$ cat src/rtl/ahb_cmd_master.sv
// AHB-Lite burst master: turns one command (read/write, start address, length)
// into a SINGLE/INCR burst of word transfers, with a one-entry write buffer.
//
// state | meaning
// IDLE  | waiting for a command, cmd_ready high
// ADDR  | first address phase (NONSEQ), no data phase outstanding
// BURST | address of beat n+1 (SEQ/BUSY) overlapping data phase of beat n
// LAST  | final data phase only
// ERR   | second cycle of an ERROR response
module ahb_cmd_master #(
   parameter int AWIDTH = 10
) (
   input  logic              HCLK,
   input  logic              HRESETN,
   input  logic              cmd_valid,
   output logic              cmd_ready,
   input  logic              cmd_write,
   input  logic [AWIDTH-1:0] cmd_addr,
   input  logic [4:0]        cmd_len,
   input  logic [31:0]       wr_data,
   input  logic              wr_valid,
   output logic              wr_ready,
   output logic [31:0]       rd_data,
   output logic              rd_valid,
   output logic              done,
   output logic              err,
   output logic [AWIDTH-1:0] HADDR,
   output logic [1:0]        HTRANS,
   output logic              HWRITE,
   output logic [2:0]        HSIZE,
   output logic [2:0]        HBURST,
   output logic              HMASTLOCK,
   output logic [3:0]        HPROT,
   output logic [31:0]       HWDATA,
   input  logic [31:0]       HRDATA,
   input  logic              HREADY,
   input  logic              HRESP
);

   typedef enum logic [2:0] {
      S_IDLE  = 3'd0,
      S_ADDR  = 3'd1,
      S_BURST = 3'd2,
      S_LAST  = 3'd3,
      S_ERR   = 3'd4
   } state_t;

   localparam logic [1:0] TR_IDLE   = 2'b00;
   localparam logic [1:0] TR_BUSY   = 2'b01;
   localparam logic [1:0] TR_NONSEQ = 2'b10;
   localparam logic [1:0] TR_SEQ    = 2'b11;

   state_t      state, state_nxt;
   logic [4:0]  len_c;
   logic [4:0]  addr_cnt;
   logic [4:0]  fetch_cnt;
   logic        buf_full;
   logic [31:0] buf_data;
   logic        dp_pend;
   logic        busy_hold;
   logic        addr_acc;
   logic        dp_done;
   logic        err_hit;
   logic        fetch;
   logic        in_data;

   assign HSIZE     = 3'b010;
   assign HMASTLOCK = 1'b0;
   assign HPROT     = 4'b0011;

   always_comb begin
      if (cmd_len == 5'd0)       len_c = 5'd1;
      else if (cmd_len > 5'd16)  len_c = 5'd16;
      else                       len_c = cmd_len;
   end

   assign in_data   = (state == S_BURST) || (state == S_LAST);
   assign err_hit   = in_data && dp_pend && HRESP && !HREADY;
   assign dp_done   = in_data && dp_pend && HREADY && !HRESP;
   assign addr_acc  = HTRANS[1] && HREADY;
   assign cmd_ready = (state == S_IDLE);
   assign wr_ready  = ((state == S_ADDR) || (state == S_BURST)) && HWRITE && !err_hit &&
                      (fetch_cnt != 5'd0) && (!buf_full || addr_acc);
   assign fetch     = wr_ready && wr_valid;

   always_ff @(posedge HCLK or negedge HRESETN) begin
      if (!HRESETN) state <= S_IDLE;
      else          state <= state_nxt;
   end

   always_comb begin
      state_nxt = state;
      case (state)
         S_IDLE:  if (cmd_valid) state_nxt = S_ADDR;
         S_ADDR:  if (addr_acc) state_nxt = (addr_cnt == 5'd1) ? S_LAST : S_BURST;
         S_BURST: begin
            if (err_hit)                               state_nxt = S_ERR;
            else if (addr_acc && (addr_cnt == 5'd1))   state_nxt = S_LAST;
         end
         S_LAST: begin
            if (err_hit)       state_nxt = S_ERR;
            else if (dp_done)  state_nxt = S_IDLE;
         end
         S_ERR:   if (HREADY) state_nxt = S_IDLE;
         default: state_nxt = S_IDLE;
      endcase
   end

   // BUSY that was waited on stays BUSY until HREADY, even if the buffer fills meanwhile.
   always_comb begin
      HTRANS = TR_IDLE;
      case (state)
         S_ADDR:  if (!HWRITE || buf_full) HTRANS = TR_NONSEQ;
         S_BURST: if (!err_hit) HTRANS = ((!HWRITE || buf_full) && !busy_hold) ? TR_SEQ : TR_BUSY;
         default: HTRANS = TR_IDLE;
      endcase
   end

   always_ff @(posedge HCLK or negedge HRESETN) begin
      if (!HRESETN) begin
         HADDR     <= '0;
         HWRITE    <= 1'b0;
         HBURST    <= 3'b000;
         HWDATA    <= '0;
         addr_cnt  <= '0;
         fetch_cnt <= '0;
         buf_full  <= 1'b0;
         buf_data  <= '0;
         dp_pend   <= 1'b0;
         busy_hold <= 1'b0;
         rd_data   <= '0;
         rd_valid  <= 1'b0;
         done      <= 1'b0;
         err       <= 1'b0;
      end else begin
         rd_valid  <= 1'b0;
         done      <= 1'b0;
         err       <= 1'b0;
         busy_hold <= (HTRANS == TR_BUSY) && !HREADY;
         if (HREADY) dp_pend <= addr_acc;
         if (addr_acc) begin
            HADDR    <= HADDR + AWIDTH'(4);
            addr_cnt <= addr_cnt - 5'd1;
            if (HWRITE) HWDATA <= buf_data;
         end
         if (fetch) begin
            buf_data  <= wr_data;
            buf_full  <= 1'b1;
            fetch_cnt <= fetch_cnt - 5'd1;
         end else if (addr_acc && HWRITE) begin
            buf_full <= 1'b0;
         end
         if (dp_done && !HWRITE) begin
            rd_data  <= HRDATA;
            rd_valid <= 1'b1;
         end
         if ((state == S_LAST) && dp_done) done <= 1'b1;
         if ((state == S_ERR) && HREADY) begin
            done <= 1'b1;
            err  <= 1'b1;
         end
         if (err_hit) begin
            buf_full  <= 1'b0;
            fetch_cnt <= '0;
         end
         if ((state == S_IDLE) && cmd_valid) begin
            HADDR     <= cmd_addr & ~AWIDTH'(3);
            HWRITE    <= cmd_write;
            HBURST    <= (len_c == 5'd1) ? 3'b000 : 3'b001;
            addr_cnt  <= len_c;
            fetch_cnt <= cmd_write ? len_c : 5'd0;
            buf_full  <= 1'b0;
            dp_pend   <= 1'b0;
            busy_hold <= 1'b0;
         end
      end
   end

endmodule

$ cat config.mk
export PLATFORM = sky130hd
export DESIGN_NAME = ahb_cmd_master
export DESIGN_NICKNAME = d
export VERILOG_FILES = /design/src/rtl/ahb_cmd_master.sv
export SDC_FILE = /design/constraint.sdc
export NUM_CORES = 1
export LEC_CHECK = 0
export CORE_MARGIN = 4
export CORE_UTILIZATION = 50
export DETAILED_ROUTE_END_ITERATION = 12
export HOLD_SLACK_MARGIN = 0.05
export PLACE_DENSITY = 0.84
export SLEW_MARGIN = 30
export SYNTH_ARGS = -nofsm -noshare
export SYNTH_HDL_FRONTEND = slang
export SYNTH_SLANG_ARGS = --single-unit
$ cat constraint.sdc
create_clock -name HCLK -period 3.51 [get_ports HCLK]
set_clock_uncertainty 0.05 [all_clocks]
set_input_delay 1.053 -clock HCLK [delete_from_list [all_inputs] [get_ports HCLK]]
set_output_delay 1.053 -clock HCLK [all_outputs]
set_load 0.1 [all_outputs]
Word level (Yosys, flattened, before mapping)
Cells that the tools add are included.
{"block": "word_totals", "in_bits": 86, "reg_bits": 129, "output_inout_bits": 93}
{"block": "op_classes", "magnitude_cmp": 1, "n_eq_ne": 12, "n_addsub": 3, "n_reduce_logical": 38, "n_mux": 35}
{"cell": "$mux 5", "n": 8}
{"cell": "$mux 3", "n": 7}
{"cell": "$mux 10", "n": 2}
{"cell": "$logic_and 1x1->1", "n": 19}
{"cell": "$pmux 3 s5", "n": 1}
{"cell": "$mux 1", "n": 13}
{"cell": "$add 10x3->10 const B", "n": 1}
{"cell": "$eq 5x1->1 const B", "n": 2}
{"cell": "$sub 5x1->5 const B", "n": 2}
{"cell": "$eq 3x2->1 const B", "n": 2}
{"cell": "$logic_not 1->1", "n": 6}
{"cell": "$mux 2", "n": 3}
{"cell": "$ne 2x2->1 const B", "n": 3}
{"cell": "$gt 5x5->1 const B", "n": 1}
{"cell": "$logic_not 5->1", "n": 1}
{"cell": "$reduce_and 5->1", "n": 1}
{"cell": "$reduce_bool 5->1", "n": 1}
{"cell": "$logic_or 1x1->1", "n": 4}
{"cell": "$pmux 2 s2", "n": 1}
{"cell": "$reduce_bool 2->1", "n": 2}
{"cell": "$reduce_bool 4->1", "n": 1}
{"cell": "$eq 3x1->1 const B", "n": 1}
{"cell": "$eq 3x3->1 const B", "n": 1}
{"cell": "$logic_not 3->1", "n": 1}
{"cell": "other kinds (5)", "n": 5}

Longest topological paths before layout
{"block": "logic_depth", "word_depth": 14, "ltp_mapped": 9, "ltp_nobuf": 7}

Least setup slack after synthesis
No wires, ideal clock.
{"block": "synth_timing", "kind": "reg-to-output", "start": "register HWRITE", "end": "output port wr_ready", "arrival_ns": 3.555, "stages_incl_launch_ff": 5, "path_slack_ns": -1.148, "path_buffers": 0, "required_ns": 2.407, "cell_sequence": "dfrtp_1 > nor2b_1 > nor2_1 > nand2_1 > a211oi_1"}
{"block": "synth_between", "elab_chain_len": 9, "elab_cells_between_ends": 13}
{"element": "start, declared", "line": "29", "text": "output logic HWRITE,"}
{"element": "start signal, assigned", "line": "168", "text": "HWRITE <= cmd_write;"}
{"element": "$logic_not 1->1", "line": "113, 114"}
{"element": "$logic_or 1x1->1", "line": "113, 114"}
{"element": "$logic_and 1x1->1", "line": "114", "text": "S_BURST: if (!err_hit) HTRANS = ((!HWRITE || buf_full) && !busy_hold) ? TR_SEQ : TR_BUSY;"}
{"element": "$mux 2 (2 in series)", "line": "114"}
{"element": "$pmux 2 s2", "line": "112", "text": "case (state)"}
{"element": "$logic_and 1x1->1", "line": "80", "text": "assign addr_acc = HTRANS[1] && HREADY;"}
{"element": "$logic_or 1x1->1", "line": "83", "text": "(fetch_cnt != 5'd0) && (!buf_full || addr_acc);"}
{"element": "$logic_and 1x1->1 (*)", "line": "83"}
{"element": "end, declared", "line": "22", "text": "output logic wr_ready,"}
Every way passes the cells marked *; elsewhere a longest branch is shown, timed or not.

Final worst setup path
{"block": "layout_timing", "start": "input port HRESP", "end": "output port HTRANS[0]"}
{"block": "layout_between", "elab_chain_len": 4}
{"element": "start, declared", "line": "37", "text": "input logic HRESP"}
{"element": "$logic_and 1x1->1 (2 in series)", "line": "78", "text": "assign err_hit = in_data && dp_pend && HRESP && !HREADY;"}
{"element": "$mux 2", "line": "114"}
{"element": "$pmux 2 s2", "line": "112"}
{"element": "end, declared", "line": "28", "text": "output logic [1:0] HTRANS,"}
No other way between the ends.

==> results.md <==
- Status: completed
- Die W: 112 um
- Met1 Use GR: 25.4%
- GR met2 Demand/Resource: between 30% and 40%
- Max Clk Rate: 0.293 GHz
- Synth top area cells: dfrtp_1, mux2_2, buf_4
- 1st-iter DRT viols: 161
- DR pass1 iterations: 4
- #FFs+latches synth: about 130
- DIE AREA: 12500 um^2
- Endpoints failing setup: 0
- Initial Util: 51.9%
- Layout cells sized above 1: 39.5%
- Root buffer cell: clkbuf_8
- Max-slew violations: 0
- DRC viols: 0
- CTS Hold Bufs: 0
- Gr busiest metal: met2
- MaxCap Viol Count: 0
- Worst Setup EP: HTRANS[0]
- Worst Path Required: 2410 ps
- Final Hold Vio Count: 0
- CP startpoint: HRESP
- Vias in the first global route: 4312
- Crit Reg-Reg Endpoint: HADDR[4]$_DFFE_PN0P_
- Dominant cell type by area after synthesis: dfrtp_1
- Remaining Overflow, GRT: 0
- Die Ht: 112 um
- Clock tree buffer depth: 2
- Dominant synthesized flop cell: dfrtp_1
- Net count, final: 685
- Final Cell Area: 7680 um^2
- Largest net degree at the start of global routing: 50
- CTS Buf Count: 17
- Antenna fix cells: 0
- RR Startpoint: state[1]$_DFFE_PN0P_
- Synthesized area: 5410 um^2
- Post-route minimum period: 3410 ps
- Top cell type's share of synthesized area: 57.9%
- # port buffers: 164
- Critical path type: in2out
- Via/cell ratio: 5.34
- Reg2reg setup slack: about 840 ps
- Drt total wl: between 10000 and 15000 um
- Row Count: 37
- Worst hold-check path type: reg2reg
- Worst R2R Path Depth: 5
- Area post-placement: 7080 um^2
- Startpoint types: input port
- Yosys warning total: 0
- Worst Path Arrival: 2310 ps
- Clock Latency Late Sink: 510 ps
- CTS tree: done
- Gr usage total: 22.0%
- P&R area growth vs syn: 42.1%
- IO Pins: 179
- Hpwl dp: approximately 10000 um
- First-pass GRT wire length: 21900 um
- Initial antenna violation count: 0
- Worst Path Max Fanout: 2
- Core Area: 10400 um^2
- CTS sink count: 125
- Syn avg cell area: about 13 um^2
- Rel. slew slack: 55.7%
- Final Cycle Share: 97.2%
- Final design utilization: approximately three quarters
- Async SR Flop Fraction: between 90% and 100%
- H-tree depth: 4
- Routed WL per cell: 17.8 um
- Routed Antenna Nets: 0
- Tightest Pin Transition: 664 ps
- Via count: roughly 4000
- Met3 Use GR: under 10%
- Final GP Congestion: 0.901
- Synth cell types: 53
- CP endpoint kind: primary output
- EDFF count, synth: 0
- RSZ-0062 raised after global routing: false
- Clock transition at the registers of the reported paths: roughly 60 ps
- Synth Instances: 413
- Seq/Total Area, Yosys: 57.9%
## timing repair
item                                    4_1_cts  5_1_grt
hold endpoints to repair                      0        0
setup buffers                                 2        0
resized for setup                             6        0
endpoints found under the setup margin        1        0
## registers in the layout, summed over array words and instances, names as in the netlist
name,flops
HADDR,8
HBURST,1
HWDATA,32
HWRITE,1
addr_cnt,5
buf_data,32
buf_full,1
busy_hold,1
done,1
dp_pend,1
err,1
fetch_cnt,5
rd_data,32
rd_valid,1
state,3
## area by class of cell
| class | instances | area (um^2) |
|---|---|---|
| clock inverter | 14 | 159 |
| multi-input combinational | 257 | 2110 |
| sequential | 125 | 3130 |
| tap | 136 | 170 |
| fill | 717 | 2730 |
| inverter | 11 | 43.8 |
| timing repair buffer | 182 | 1640 |
| clock buffer | 18 | 428 |
## cell families (layout without fill, tap and decap cells)
family,count (synthesis),in the layout,share of synthesized area [%]
muxes,100,100,20.8
xor gates and xnor gates,9,9,1.60
other,2,12,0.139
DFF,125,125,57.9
and+or+nand+nor,80,80,7.73
adders and majority gates,5,5,1.16
buffers and inverters,41,225,4.30
AOI/OAI and AO/OA,51,51,6.43
## cells in the final DEF, fill, tap and decap left out, drive strengths merged, types with 2 or more instances in the layout
cell type      synthesis  routed
clkinv                 0       3
or4b                   2       2
and2                   3       3
buf                   24     100
o21ai                 17      17
a21oi                 12      12
a2111oi                2       2
o211ai                 3       3
or3                    4       4
nor3                   6       6
nand4                  3       3
bufinv                 0       2
a211oi                 2       2
nand3                 12      12
mux2                  98      98
dlygate4sd2            0       2
a31oi                  4       4
clkdlybuf4s50          0      80
dfrtp                125     125
xnor2                  3       3
nor2b                  3       3
ha                     5       5
xor2                   6       6
clkbuf                 6      18
nor2                  15      15
mux2i                  2       2
inv                   11      16
a221o                  3       3
or4                    2       2
nand2                 20      20
conb                   2      12
nand2b                 3       3
clkinvlp               0       4
## stage by stage
step / cells / setup TNS [ps] / hold WS (ps) / worst slack, ps
2_1_floorplan: 423 / -396 / 404 / -207
3_3_place_gp: 709 / -67.5 / 412 / -67.5
3_5_place_dp: 709 / -87.5 / 433 / -87.5
4_1_cts: 743 / 0 / 444 / 105
5_1_grt: 743 / 0 / 449 / 56.7
6_report: 743 / 0 / 441 / 97.6
## cell usage after synthesis (2+ instances only)
| library cell | number |
|---|---|
| ha_1 | 5 |
| nand2b_1 | 2 |
| a211oi_1 | 2 |
| buf_2 | 9 |
| a31oi_1 | 4 |
| or3_1 | 3 |
| mux2_2 | 92 |
| nor2b_1 | 3 |
| dfrtp_1 | 125 |
| a21oi_1 | 11 |
| conb_1 | 2 |
| mux2_1 | 6 |
| o21ai_0 | 17 |
| nor3_1 | 6 |
| nand3_1 | 12 |
| a221o_1 | 3 |
| inv_1 | 10 |
| nor2_1 | 15 |
| nand2_1 | 20 |
| or4_1 | 2 |
| xnor2_1 | 3 |
| xor2_1 | 5 |
| buf_4 | 12 |
| o211ai_1 | 3 |
| and2_1 | 3 |
| mux2i_1 | 2 |
| buf_6 | 3 |
| nand4_1 | 3 |
| clkbuf_1 | 6 |
## worst min-delay path by stage
stage / end / from / cells after the start / slack, ps
after floorplan: buf_data[17]$_DFFE_PN0P_ / buf_data[17]$_DFFE_PN0P_ / 1 / 400
after global placement: buf_data[31]$_DFFE_PN0P_ / buf_data[31]$_DFFE_PN0P_ / 1 / 410
after detailed placement: buf_data[25]$_DFFE_PN0P_ / buf_data[25]$_DFFE_PN0P_ / 1 / 430
after CTS: buf_data[7]$_DFFE_PN0P_ / buf_data[7]$_DFFE_PN0P_ / 1 / 440
after global routing: buf_data[7]$_DFFE_PN0P_ / buf_data[7]$_DFFE_PN0P_ / 1 / 450
final: buf_data[25]$_DFFE_PN0P_ / buf_data[25]$_DFFE_PN0P_ / 1 / 440
## per-layer routing
layer / share of wire (%) / vias up / wire [um]
met5: 0 / - / 0
li1: - / 1801 / -
met4: 2.1 / 0 / 276
met1: 37 / 1969 / 4850
met3: 8.2 / 23 / 1080
met2: 53 / 177 / 7050
## worst max-delay path, cell delays in order
cell           delay, ps
dlygate4sd2_1        240
and3b_2              210
or4_4                560
inv_4                 80
buf_12               160
Power is not shown: default switching activity piles up to over one toggle a cycle in this logic, so the estimate is an artifact.
